## src/rtl/load_store_unit.sv

```systemverilog
// load_store_unit: bridges the MEM stage to a word-addressed data memory.
// Handles byte/half/word loads (sign or zero extended) and stores. Sub-word
// stores are read-modify-write because memory only writes whole words.
// Misaligned, reserved-size and out-of-range requests are rejected without
// any memory strobe.
// Ports:
//   clk, rst_n                       clock, async active-low reset
//   req_valid/req_ready              request handshake (ready only in IDLE)
//   req_write/size/signed/addr/wdata request payload, latched at accept
//   resp_valid/resp_err/resp_rdata   one-cycle response, rdata held
//   mem_addr/wdata/memwrite/memread  data memory interface (word index)
//   mem_rdata                        memory read data, valid cycle after read
module load_store_unit #(
    parameter int unsigned MEM_WORDS = 256
) (
    input  logic        clk,
    input  logic        rst_n,
    input  logic        req_valid,
    output logic        req_ready,
    input  logic        req_write,
    input  logic [1:0]  req_size,
    input  logic        req_signed,
    input  logic [31:0] req_addr,
    input  logic [31:0] req_wdata,
    output logic        resp_valid,
    output logic        resp_err,
    output logic [31:0] resp_rdata,
    output logic [31:0] mem_addr,
    output logic [31:0] mem_wdata,
    output logic        mem_memwrite,
    output logic        mem_memread,
    input  logic [31:0] mem_rdata
);

    localparam int unsigned DW = 32;
    localparam logic [1:0] SZ_B = 2'b00;
    localparam logic [1:0] SZ_H = 2'b01;
    localparam logic [1:0] SZ_W = 2'b10;

    typedef enum logic [2:0] {
        IDLE, LD_RD, LD_CAP, RMW_RD, RMW_MRG, ST_WR, DONE, ERR
    } state_t;

    // Fields still needed after accept (address word index lives in mem_addr)
    typedef struct packed {
        logic [1:0]    size;
        logic          sgn;
        logic [1:0]    offs;
        logic [DW-1:0] wdata;
    } req_t;

    state_t        state_q, state_d;
    req_t          req_q, req_d;
    logic [DW-1:0] resp_rdata_d, mem_addr_d, mem_wdata_d;

    logic          err_c;
    logic [4:0]    shamt_c;
    logic [7:0]    lane_b_c;
    logic [15:0]   lane_h_c;
    logic [DW-1:0] load_c, mask_c, merged_c;

    // Request rejection decided from the live inputs at accept time
    always_comb begin
        err_c = 1'b0;
        if (req_size == 2'b11)                             err_c = 1'b1;
        if (req_size == SZ_H && req_addr[0])               err_c = 1'b1;
        if (req_size == SZ_W && req_addr[1:0] != 2'b00)    err_c = 1'b1;
        if ({2'b00, req_addr[31:2]} >= 32'(MEM_WORDS))     err_c = 1'b1;
    end

    // Lane extraction/extension for loads and lane merge for sub-word stores
    always_comb begin
        shamt_c  = {req_q.offs, 3'b000};
        lane_b_c = 8'(mem_rdata >> shamt_c);
        lane_h_c = 16'(mem_rdata >> shamt_c);
        case (req_q.size)
            SZ_B:    load_c = req_q.sgn ? {{24{lane_b_c[7]}}, lane_b_c} : {24'b0, lane_b_c};
            SZ_H:    load_c = req_q.sgn ? {{16{lane_h_c[15]}}, lane_h_c} : {16'b0, lane_h_c};
            default: load_c = mem_rdata;
        endcase
        mask_c   = (req_q.size == SZ_B) ? (32'h0000_00FF << shamt_c) : (32'h0000_FFFF << shamt_c);
        merged_c = (mem_rdata & ~mask_c) | ((req_q.wdata << shamt_c) & mask_c);
    end

    // Next-state and next-register values
    always_comb begin
        state_d      = state_q;
        req_d        = req_q;
        resp_rdata_d = resp_rdata;
        mem_addr_d   = mem_addr;
        mem_wdata_d  = mem_wdata;
        case (state_q)
            IDLE: begin
                if (req_valid) begin
                    req_d      = '{size: req_size, sgn: req_signed,
                                   offs: req_addr[1:0], wdata: req_wdata};
                    mem_addr_d = {2'b00, req_addr[31:2]};
                    if (err_c) begin
                        state_d      = ERR;
                        resp_rdata_d = '0;
                    end else if (!req_write) begin
                        state_d = LD_RD;
                    end else if (req_size == SZ_W) begin
                        state_d     = ST_WR;
                        mem_wdata_d = req_wdata;
                    end else begin
                        state_d = RMW_RD;
                    end
                end
            end
            LD_RD:   state_d = LD_CAP;
            LD_CAP: begin
                state_d      = DONE;
                resp_rdata_d = load_c;
            end
            RMW_RD:  state_d = RMW_MRG;
            RMW_MRG: begin
                state_d     = ST_WR;
                mem_wdata_d = merged_c;
            end
            ST_WR: begin
                state_d      = DONE;
                resp_rdata_d = '0;
            end
            DONE:    state_d = IDLE;
            ERR:     state_d = IDLE;
            default: state_d = IDLE;
        endcase
    end

    // State and registered outputs; strobes derive from the upcoming state
    always_ff @(posedge clk or negedge rst_n) begin
        if (!rst_n) begin
            state_q      <= IDLE;
            req_q        <= '0;
            req_ready    <= 1'b1;
            resp_valid   <= 1'b0;
            resp_err     <= 1'b0;
            resp_rdata   <= '0;
            mem_addr     <= '0;
            mem_wdata    <= '0;
            mem_memwrite <= 1'b0;
            mem_memread  <= 1'b0;
        end else begin
            state_q      <= state_d;
            req_q        <= req_d;
            req_ready    <= (state_d == IDLE);
            resp_valid   <= (state_d == DONE) || (state_d == ERR);
            resp_err     <= (state_d == ERR);
            resp_rdata   <= resp_rdata_d;
            mem_addr     <= mem_addr_d;
            mem_wdata    <= mem_wdata_d;
            mem_memwrite <= (state_d == ST_WR);
            mem_memread  <= (state_d == LD_RD) || (state_d == RMW_RD);
        end
    end

endmodule

```

## config.mk

```make
export PLATFORM = sky130hd
export DESIGN_NAME = load_store_unit
export DESIGN_NICKNAME = d
export VERILOG_FILES = /design/src/rtl/load_store_unit.sv
export SDC_FILE = /design/constraint.sdc
export NUM_CORES = 1
export LEC_CHECK = 0
export CAP_MARGIN = 30
export CORE_MARGIN = 2
export CORE_UTILIZATION = 40
export CTS_CLUSTER_SIZE = 12
export DETAILED_ROUTE_END_ITERATION = 8
export GPL_TIMING_DRIVEN = 0
export HOLD_SLACK_MARGIN = 0.02
export MAX_ROUTING_LAYER = met4
export PLACE_DENSITY = 0.71
export SETUP_SLACK_MARGIN = 0.4
export SLEW_MARGIN = 25
export SYNTH_ARGS = -nofsm -noshare
export SYNTH_HDL_FRONTEND = slang
export SYNTH_SLANG_ARGS = --single-unit
```

## constraint.sdc

```tcl
create_clock -name clk -period 5.2 [get_ports clk]
set_input_delay 1.56 -clock clk [delete_from_list [all_inputs] [get_ports clk]]
set_output_delay 1.56 -clock clk [all_outputs]
set_load 0.05 [all_outputs]
```

==> impl_metrics.yaml, run 1 <==
route:
  dr.pass1.iters: 7
  remaining_drc_errors: 0
  ant_nets: 0
  drt-vias-per-instance: 5.419
  drt-total-wl_um: 20060
  post_drt_wl_per_cell_um: 18.74
  drt_iter0_drc: 545
  vias: 5798
layout:
  drive_gt1_share_pct: 9.297
  final_util_pct: 59.98
  instances_no_fill: 1070
  layout.nets: 972
  fillers: 1344
  n_antenna_cell: 0
  area.growth.synth_to_final_pct: 47.34
place:
  dp.cells: 1038
  routabilityCongestion: 0.9320
  post-place-ws_ps: 906.0
  dpl.hpwl_um: 14970
  portBuffers: 201
clocking:
  worstSkewPairLatency_ps: 420
  ctsHoldBuffers: 0
  htree_levels: 4
  cts.sinks: 123
  cts-buffers-inserted: 17
  tritoncts: "built"
  cts_resized: 0
  postCtsSetupBuffers: 0
  cts_root_buffer: "clkbuf_16"
  cts.path.max_buffers: 2
  path_clk_slew_ps: 60
worst_setup_path:
  slowest_delay_ps: 630
  r2r_start: "state_q[2]$_DFF_PN0_"
  path_class: "in2reg"
  path_buf_inv: 2
  critical_path_depth: 7
  crit_required_ps: 5560
  cp-start-kind: "primary input"
  regToRegSetupSlack_ps: 2730
  reg2regPathDepth: 8
  crit_fanout: 10
  critPathCaptureType: "flip-flop"
  slowest_stage: "a221oi_2"
  r2r-end: "mem_wdata[15]$_DFFE_PN0P_"
  crit_family: "compound AO/OA/AOI/OAI gates"
  arrival_ps: 4270
  crit_chain: "clkdlybuf4s50_1, nor4_1, and4_1, o2111ai_2, a221oi_2, clkbuf_1, a221o_1"
timing:
  finalClockSkew_ps: 6.958
  tightest_slew_ps: 880.9
  fmax_ghz: 0.2556
  rsz0062_at_grt: "false"
  tns_ps: 0
  drv_slew: 0
  setup_viol: 0
  max_slew_margin_pct: 40.92
  period_minus_slack_ps: 3913
  timing.final.ws_setup_ps: 1287
  hold_violations: 0
  finalCritPeriodShare_pct: 75.25
global_routing:
  grtUsageTotal_pct: 25.86
  grt_pass1_wl_um: 31020
  antenna_found_initial: 0
  grt_max_degree: 83
  grt_pass1_vias: 5804
  grt_overflow: 0
logic_synthesis:
  synth.top_cells.by_count: "nand2_1, dfrtp_1, nor2_1, clkbuf_1, mux2_4"
  ys_top_cells_by_area: "dfrtp_1, nand2_1, mux2_4"
  ys_ff_latch: 123
  synth_top_area_cell: "dfrtp_1"
  synth-edff-count: 0
  ys_types: 45
  ys_seq_area_share_pct: 50.13
  syn_area_um2: 6142
  synthArstFlopShare_pct: 100.0
  avgSynthCellArea_um2: 9.508
  synth_ff_type: "dfrtp_1"
  syn_inst: 646
  synth.top_cell.area_share_pct: 49.70
  ys_warn_count: 0
  yosysMostFrequentCell: "nand2_1"
floorplan:
  core-area_um2: 15090
  die_h_um: 127.9
  floorplan.die_area_um2: 16360
  die_x_um: 127.9
  ios: 204
  row_count: 45
  start_util_pct: 40.70
min_path:
  min_from: "mem_addr[22]$_DFFE_PN0P_"
  holdPathEnd: "mem_addr[22]$_DFFE_PN0P_"
  hp-class: "reg2reg"
  min_path_cells: 2
power_and_ir_drop:
  power_leakage_nw: 4.094
  ir_worst_vdd_uv: 527.7
  p_total_mw: 6.863
  powerDensity_nw_per_um2: 758.3
status:
  status: "finished clean"
flow_run:
  cap_violations: 0
[logic make-up after synthesis]
group	synth area share (%)
DFF	50.13
and+or+nand+nor	19.52
buffers and inverters	3.646
muxes	11.73
AOI/OAI and AO/OA	14.77
xor gates and xnor gates	0.1426
other	0.06105
[cell usage in the layout, fill, tap and decap left out, types with 3 or more instances in the layout]
master and count:
clkinv_2 6, bufinv_16 4, buf_2 5, nand2_1 213, o21ai_0 23, and2_1 4, a21oi_1 18, mux2i_1 24
a22oi_1 16, buf_1 4, nor4_1 5, a221o_1 16, a31oi_1 6, a211oi_1 8, dfrtp_1 122, clkbuf_1 33
o2bb2ai_1 16, inv_1 4, buf_6 3, o221ai_1 5, a32oi_1 4, nor2_1 44, buf_4 3, nand3b_1 8
nor2b_1 5, mux2_4 29, clkdlybuf4s50_1 200, nand2b_1 4, mux2_1 3, clkbuf_16 17
[registers in the layout (all words and copies together), names as in the netlist]
signal and count:
resp_valid 1, mem_memread 1, req_ready 1, resp_rdata 32, mem_wdata 32, mem_addr 30
mem_memwrite 1, resp_err 1, req_q 21, state_q 3
[worst register-to-register path: cells and delay by family (launching register included)]
family / cells / cell delay [ps]
buffers and inverters: 3 / 1040
and+or+nand+nor: 3 / 510
DFF: 1 / 350
muxes: 1 / 280
AOI/OAI and AO/OA: 1 / 180
[per-stage QoR]
stage,hold slack (ps),area (um^2)
final,471.4,9050
after floorplan,467.3,6146
after detailed placement,464.0,8433
after CTS,475.7,9050
after global routing,490.4,9050
after global placement,456.1,8393
[final cells by class]
type / instances / area [um^2] / area share (%)
clock inverter: 13 / 173.9 / 1.922
buffer: 46 / 209.0 / 2.309
multi-input combinational: 474 / 2843 / 31.41
inverter: 4 / 15.01 / 0.1659
sequential: 123 / 3079 / 34.02
timing repair buffer: 203 / 2052 / 22.67
tap: 188 / 235.2 / 2.599
clock buffer: 19 / 442.9 / 4.894
[worst max-delay path by stage]
stage / startpoint / end / slack, ps
2_1_floorplan: req_addr[12] / mem_wdata[10]$_DFFE_PN0P_ / 1870
3_3_place_gp: rst_n / mem_addr[2]$_DFFE_PN0P_ / -2370
3_5_place_dp: req_addr[29] / resp_rdata[30]$_DFFE_PN0P_ / 910
4_1_cts: req_addr[29] / resp_rdata[30]$_DFFE_PN0P_ / 1320
5_1_grt: req_addr[28] / resp_rdata[30]$_DFFE_PN0P_ / 1090
6_report: req_addr[29] / resp_rdata[30]$_DFFE_PN0P_ / 1290
[per-layer routing]
layer / track usage (%) / part of all wire (%) / vias to the layer above / routed length, um
met3: 6.344 / 8.2 / 39 / 1649
met5: - / 0 / - / 0
met4: 10.54 / 2.7 / 0 / 539
met2: 37.94 / 44 / 278 / 8868
li1: - / - / 2696 / -
met1: 34.51 / 45 / 2785 / 8997
[power breakdown]
group | internal [mW] | switching [mW]
combinational | 1.46 | 2.48
clock | 0.808 | 0.441
sequential | 1.40 | 0.269
No activity file was read; power rests on OpenSTA's default activity.
==> run 2, diff against run 1 <==
--- a/config.mk
+++ b/config.mk
@@ -13,7 +13,7 @@
 export GPL_TIMING_DRIVEN = 0
 export HOLD_SLACK_MARGIN = 0.02
 export MAX_ROUTING_LAYER = met4
-export PLACE_DENSITY = 0.71
+export PLACE_DENSITY = 0.74
 export SETUP_SLACK_MARGIN = 0.4
 export SLEW_MARGIN = 25
 export SYNTH_ARGS = -nofsm -noshare
==> constraint.sdc (replaced) <==
create_clock -name clk -period 3.5 [get_ports clk]
set_input_delay 1.05 -clock clk [delete_from_list [all_inputs] [get_ports clk]]
set_output_delay 1.05 -clock clk [all_outputs]
set_load 0.05 [all_outputs]
==> impl_metrics.yaml, run 2 (synthesis gave the netlist of run 1 again) <==
place:
  routabilityCongestion: 0.9414
  post-place-ws_ps: -228.8
  portBuffers: 201
  dpl.hpwl_um: 14940
timing:
  period_minus_slack_ps: 3059
  max_slew_margin_pct: 53.36
  setup_viol: 0
  finalCritPeriodShare_pct: 87.39
  fmax_ghz: 0.3270
  timing.final.ws_setup_ps: 441.4
  rsz0062_at_grt: "false"
  tns_ps: 0
  hold_violations: 0
  holdWs_ps: 470.7
  finalClockSkew_ps: 9.157
  drv_slew: 0
  tightest_slew_ps: 697.1
layout:
  fillers: 1311
  area.growth.synth_to_final_pct: 48.97
  final_cell_mix: "nand2_1, clkdlybuf4s50_1, dfrtp_1"
  layout.nets: 973
  drive_gt1_share_pct: 9.864
  top_regs: "mem_wdata x32, resp_rdata x32, mem_addr x30"
  layout.cells.most_common: "nand2_1"
  n_antenna_cell: 0
floorplan:
  start_util_pct: 40.70
  row_count: 45
  floorplan.die_area_um2: 16360
  core-area_um2: 15090
  die_x_um: 127.9
  ios: 204
  die_h_um: 127.9
worst_setup_path:
  critPathCaptureType: "flip-flop"
  arrival_ps: 3360
  crit_fanout: 10
  reg2regPathDepth: 8
  cp-start-kind: "primary input"
  crit_required_ps: 3800
  path_class: "in2reg"
power_and_ir_drop:
  p_total_mw: 10.29
  power_leakage_nw: 4.153
  ir_worst_vdd_uv: 551.1
  powerDensity_nw_per_um2: 1125
global_routing:
  antenna_found_initial: 0
  grt_pass1_wl_um: 31080
  grt_overflow: 0
  grt_pass1_vias: 5769
  grtUsageTotal_pct: 25.88
  grt_max_degree: 75
min_path:
  min_path_cells: 2
  hp-class: "reg2reg"
route:
  remaining_drc_errors: 0
  ant_nets: 0
  dr.pass1.iters: 5
  post_drt_wl_per_cell_um: 19.03
  drt-vias-per-instance: 5.382
  drt-total-wl_um: 20360
  drt_iter0_drc: 559
  vias: 5759
clocking:
  cts-buffers-inserted: 17
  path_clk_slew_ps: 60
  worstSkewPairLatency_ps: 420
  cts_root_buffer: "clkbuf_16"
  cts.path.max_buffers: 2
  cts.sinks: 123
  htree_levels: 4
  tritoncts: "built"
status:
  status: "finished clean"
flow_run:
  cap_violations: 0
==> run 2: cell types whose count changed in the layout (fill, tap and decap cells not counted), moves of 3 or more <==
cell / previous run / this run
nor4_2: 0 / 3
clkinv_2: 6 / 2
dlymetal6s2s_1: 0 / 4
nor4_1: 5 / 1
clkdlybuf4s50_1: 200 / 196
==> run 2: metrics by stage <==
stage                     area [um^2]  cells  utilization (%)
after floorplan                  6146    647                -
after global placement           8393   1036            55.62
after detailed placement         8433   1038            55.89
after CTS                        9087   1069            60.22
after global routing             9150   1070            60.64
final                            9150   1070            60.64
==> run 2: layout make-up <==
| type | count | area (um^2) | share of cell area, % |
|---|---|---|---|
| Clock inverter | 7 | 137.6 | 1.504 |
| Timing Repair Buffer | 204 | 2069 | 22.62 |
| Clock buffer | 24 | 481.7 | 5.265 |
| Inverter | 4 | 15.01 | 0.1641 |
| Buffer | 46 | 225.2 | 2.461 |
| Tap cell | 188 | 235.2 | 2.571 |
| Sequential cell | 123 | 3079 | 33.65 |
| Multi-Input combinational cell | 474 | 2907 | 31.77 |
==> run 2: metal layers <==
| layer | GRT usage [%] | vias to the layer above | part of all wire, % |
|---|---|---|---|
| li1 | - | 2680 | - |
| met1 | 34.24 | 2792 | 44 |
| met2 | 39.57 | 256 | 46 |
| met3 | 5.175 | 31 | 7.6 |
| met4 | 9.761 | 0 | 2.3 |
| met5 | - | - | 0 |
==> run 2: worst max-delay path: stages <==
cell and delay [ps]:
clkdlybuf4s50_1 440, nor4_2 310, and4_4 280, o2111ai_4 170, a2111o_1 480, buf_6 160
buf_8 160, mux2_4 300
==> run 2: timing repair <==
action                     CTS  global route
hold buffers                 0             0
hold endpoints to repair     0             0
setup endpoints to repair   53            59
pin swaps                    3             4
setup buffers                0             1
gates resized for setup      7            12
==> run 2: power breakdown <==
part | internal, mW | switching (mW) | leakage [nW] | total [mW]
sequential | 2.07 | 0.415 | 1.55 | 2.49
combinational | 2.21 | 3.72 | 2.30 | 5.93
clock | 1.24 | 0.628 | 0.300 | 1.87
==> run 2: final timing paths <==
path	start	endpoint	slack, ps
worst max-delay path	req_addr[12]	mem_wdata[10]$_DFFE_PN0P_	440
worst min-delay path	mem_addr[27]$_DFFE_PN0P_	mem_addr[27]$_DFFE_PN0P_	470
worst max register to register	state_q[2]$_DFF_PN0_	mem_wdata[31]$_DFFE_PN0P_	1020
worst min register to register	mem_addr[27]$_DFFE_PN0P_	mem_addr[27]$_DFFE_PN0P_	470
max in group asynchronous	rst_n	req_ready$_DFF_PN1_	2250
min in group asynchronous	rst_n	mem_wdata[2]$_DFFE_PN0P_	530
==> run 3, diff against run 2 <==
--- a/config.mk
+++ b/config.mk
@@ -7,13 +7,13 @@
 export LEC_CHECK = 0
 export CAP_MARGIN = 30
 export CORE_MARGIN = 2
-export CORE_UTILIZATION = 40
+export CORE_UTILIZATION = 42
 export CTS_CLUSTER_SIZE = 12
 export DETAILED_ROUTE_END_ITERATION = 8
 export GPL_TIMING_DRIVEN = 0
 export HOLD_SLACK_MARGIN = 0.02
 export MAX_ROUTING_LAYER = met4
-export PLACE_DENSITY = 0.74
+export PLACE_DENSITY = 0.77
 export SETUP_SLACK_MARGIN = 0.4
 export SLEW_MARGIN = 25
 export SYNTH_ARGS = -nofsm -noshare
==> impl_metrics.yaml, run 3 (synthesis gave the netlist of run 1 again) <==
worst_setup_path:
  crit_fanout: 10
  crit_family: "buffers and inverters"
  slowest_stage: "clkdlybuf4s50_1"
  crit_required_ps: 3790
  critPathCaptureType: "flip-flop"
  cp-start-kind: "primary input"
  path_buf_inv: 3
  slowest_delay_ps: 470
  cpMostUsedCell: "buf_6"
  crit_chain: "clkdlybuf4s50_1, nor4_1, and4_1, o2111ai_4, a2111o_1, buf_6, buf_6, mux2_4"
  path_class: "in2reg"
  arrival_ps: 3310
timing:
  finalClockSkew_ps: 9.183
  timing.final.ws_setup_ps: 483.0
  hold_violations: 0
  max_slew_margin_pct: 57.29
  fmax_ghz: 0.3315
  drv_slew: 0
  setup_viol: 0
  holdWs_ps: 475.0
  rsz0062_at_grt: "false"
  finalCritPeriodShare_pct: 86.20
  tightest_slew_ps: 638.2
  period_minus_slack_ps: 3017
global_routing:
  grt_pass1_wl_um: 31160
  grt_overflow: 0
  antenna_found_initial: 0
  grtUsageTotal_pct: 26.53
  grt_pass1_vias: 5830
  grt_max_degree: 66
power_and_ir_drop:
  power_leakage_nw: 4.181
  powerDensity_nw_per_um2: 1122
  seq_power_share_pct: 24.3
  power_switching_mw: 4.772
  ir_worst_vdd_uv: 570.9
  intPower_mw: 5.474
  clock_power_share_pct: 17.5
  combPwrFrac_pct: 58.2
  p_sw_share_pct: 46.58
route:
  dr.pass1.iters: 5
  drt-total-wl_um: 20190
  drt-vias-per-instance: 5.475
  ant_nets: 0
  remaining_drc_errors: 0
  drt_iter0_drc: 396
  post_drt_wl_per_cell_um: 18.93
  vias: 5842
clocking:
  cts-buffers-inserted: 17
  cts.path.max_buffers: 2
  ctsHoldBuffers: 0
  cts.sinks: 123
  tritoncts: "built"
  path_clk_slew_ps: 50
  cts_root_buffer: "clkbuf_16"
  worstSkewPairLatency_ps: 420
  htree_levels: 4
place:
  dp.cells: 1034
  dpl.hpwl_um: 14940
  routabilityCongestion: 0.9462
  placed_area_um2: 8428
  post-place-ws_ps: -282.0
  portBuffers: 201
layout:
  final_util_pct: 63.32
  layout.nets: 974
  fin_area_um2: 9134
  multi_input_area_um2: 2895
  drive_gt1_share_pct: 9.853
  layout.cells.most_common: "nand2_1"
  fillers: 1193
  instances_no_fill: 1067
  top_regs: "mem_wdata x32, resp_rdata x32, mem_addr x30"
  n_antenna_cell: 0
  regArea_um2: 3079
  final_cell_mix: "nand2_1, clkdlybuf4s50_1, dfrtp_1"
  area.growth.synth_to_final_pct: 48.71
floorplan:
  ios: 204
  start_util_pct: 42.58
  floorplan.die_area_um2: 15610
  die_h_um: 124.9
  die_x_um: 124.9
  core-area_um2: 14420
  row_count: 44
flow_run:
  cap_violations: 0
status:
  status: "finished clean"
min_path:
  hp-class: "reg2reg"
run 3: cell count changes in the layout (fill, tap and decap cells not counted), sizes merged:
| cell | previous run | this run |
|---|---|---|
| dlymetal6s2s | 4 | 7 |
| dlygate4sd2 | 0 | 1 |
| clkdlybuf4s50 | 196 | 192 |
| clkinvlp | 1 | 0 |
| clkbuf | 56 | 55 |
| buf | 18 | 20 |
| clkinv | 2 | 4 |
| bufinv | 4 | 3 |
run 3: timing repair:
action,4_1_cts,5_1_grt
setup endpoints to repair,59,59
pin swaps,3,6
cloned,0,0
gates resized for setup,8,16
buffers inserted,0,2
run 3: worst register-to-register path: stages, from the launching register on:
cell and delay (ps):
dfrtp_1 350, buf_2 170, or3b_2 230, clkbuf_1 410, clkbuf_1 450, nor2_1 170
a22oi_1 180, nand2_1 120, mux2_4 280
run 3: power by group through the flow:
stage	clock, mW	combinational [mW]	sequential [mW]
finish	1.80	5.96	2.49
global placement	0	5.77	2.46
global route	1.88	6.29	2.56
CTS	1.81	5.90	2.48
floorplan	0	2.29	4.15
detailed placement	0	5.85	2.48
run 3: path summary, 6_finish.rpt:
path	from	to	slack, ps	depth (start not counted)
max in group asynchronous	rst_n	req_ready$_DFF_PN1_	2220	2
min in group asynchronous	rst_n	mem_wdata[2]$_DFFE_PN0P_	560	1
setup reg to reg	state_q[2]$_DFF_PN0_	mem_wdata[15]$_DFFE_PN0P_	1020	8
hold / removal	mem_addr[19]$_DFFE_PN0P_	mem_addr[19]$_DFFE_PN0P_	480	2
hold reg to reg	mem_addr[19]$_DFFE_PN0P_	mem_addr[19]$_DFFE_PN0P_	480	2
setup / recovery	req_addr[31]	mem_wdata[26]$_DFFE_PN0P_	480	8
run 3: cell type report:
cell class | instances | share of cell area [%]
repair buffers | 205 | 22.81
clock inverters | 7 | 1.247
plain buffers | 46 | 2.575
multi-input cells | 474 | 31.70
inverters | 4 | 0.1644
clock buffers | 24 | 5.274
flip-flops and latches | 123 | 33.71
well taps | 184 | 2.521
run 3: stage by stage:
stage	setup TNS (ps)	power [mW]
2_1_floorplan	0	6.441
3_3_place_gp	-434260	8.238
3_5_place_dp	-10180	8.337
4_1_cts	0	10.19
5_1_grt	0	10.73
6_report	0	10.25
run 3: per-layer routing:
metal / track usage [%] / routed length, um / up-vias
li1: - / - / 2687
met2: 40.73 / 9322 / 278
met3: 7.103 / 1743 / 35
met1: 34.67 / 8719 / 2842
met5: - / 0 / -
met4: 8.301 / 408 / 0
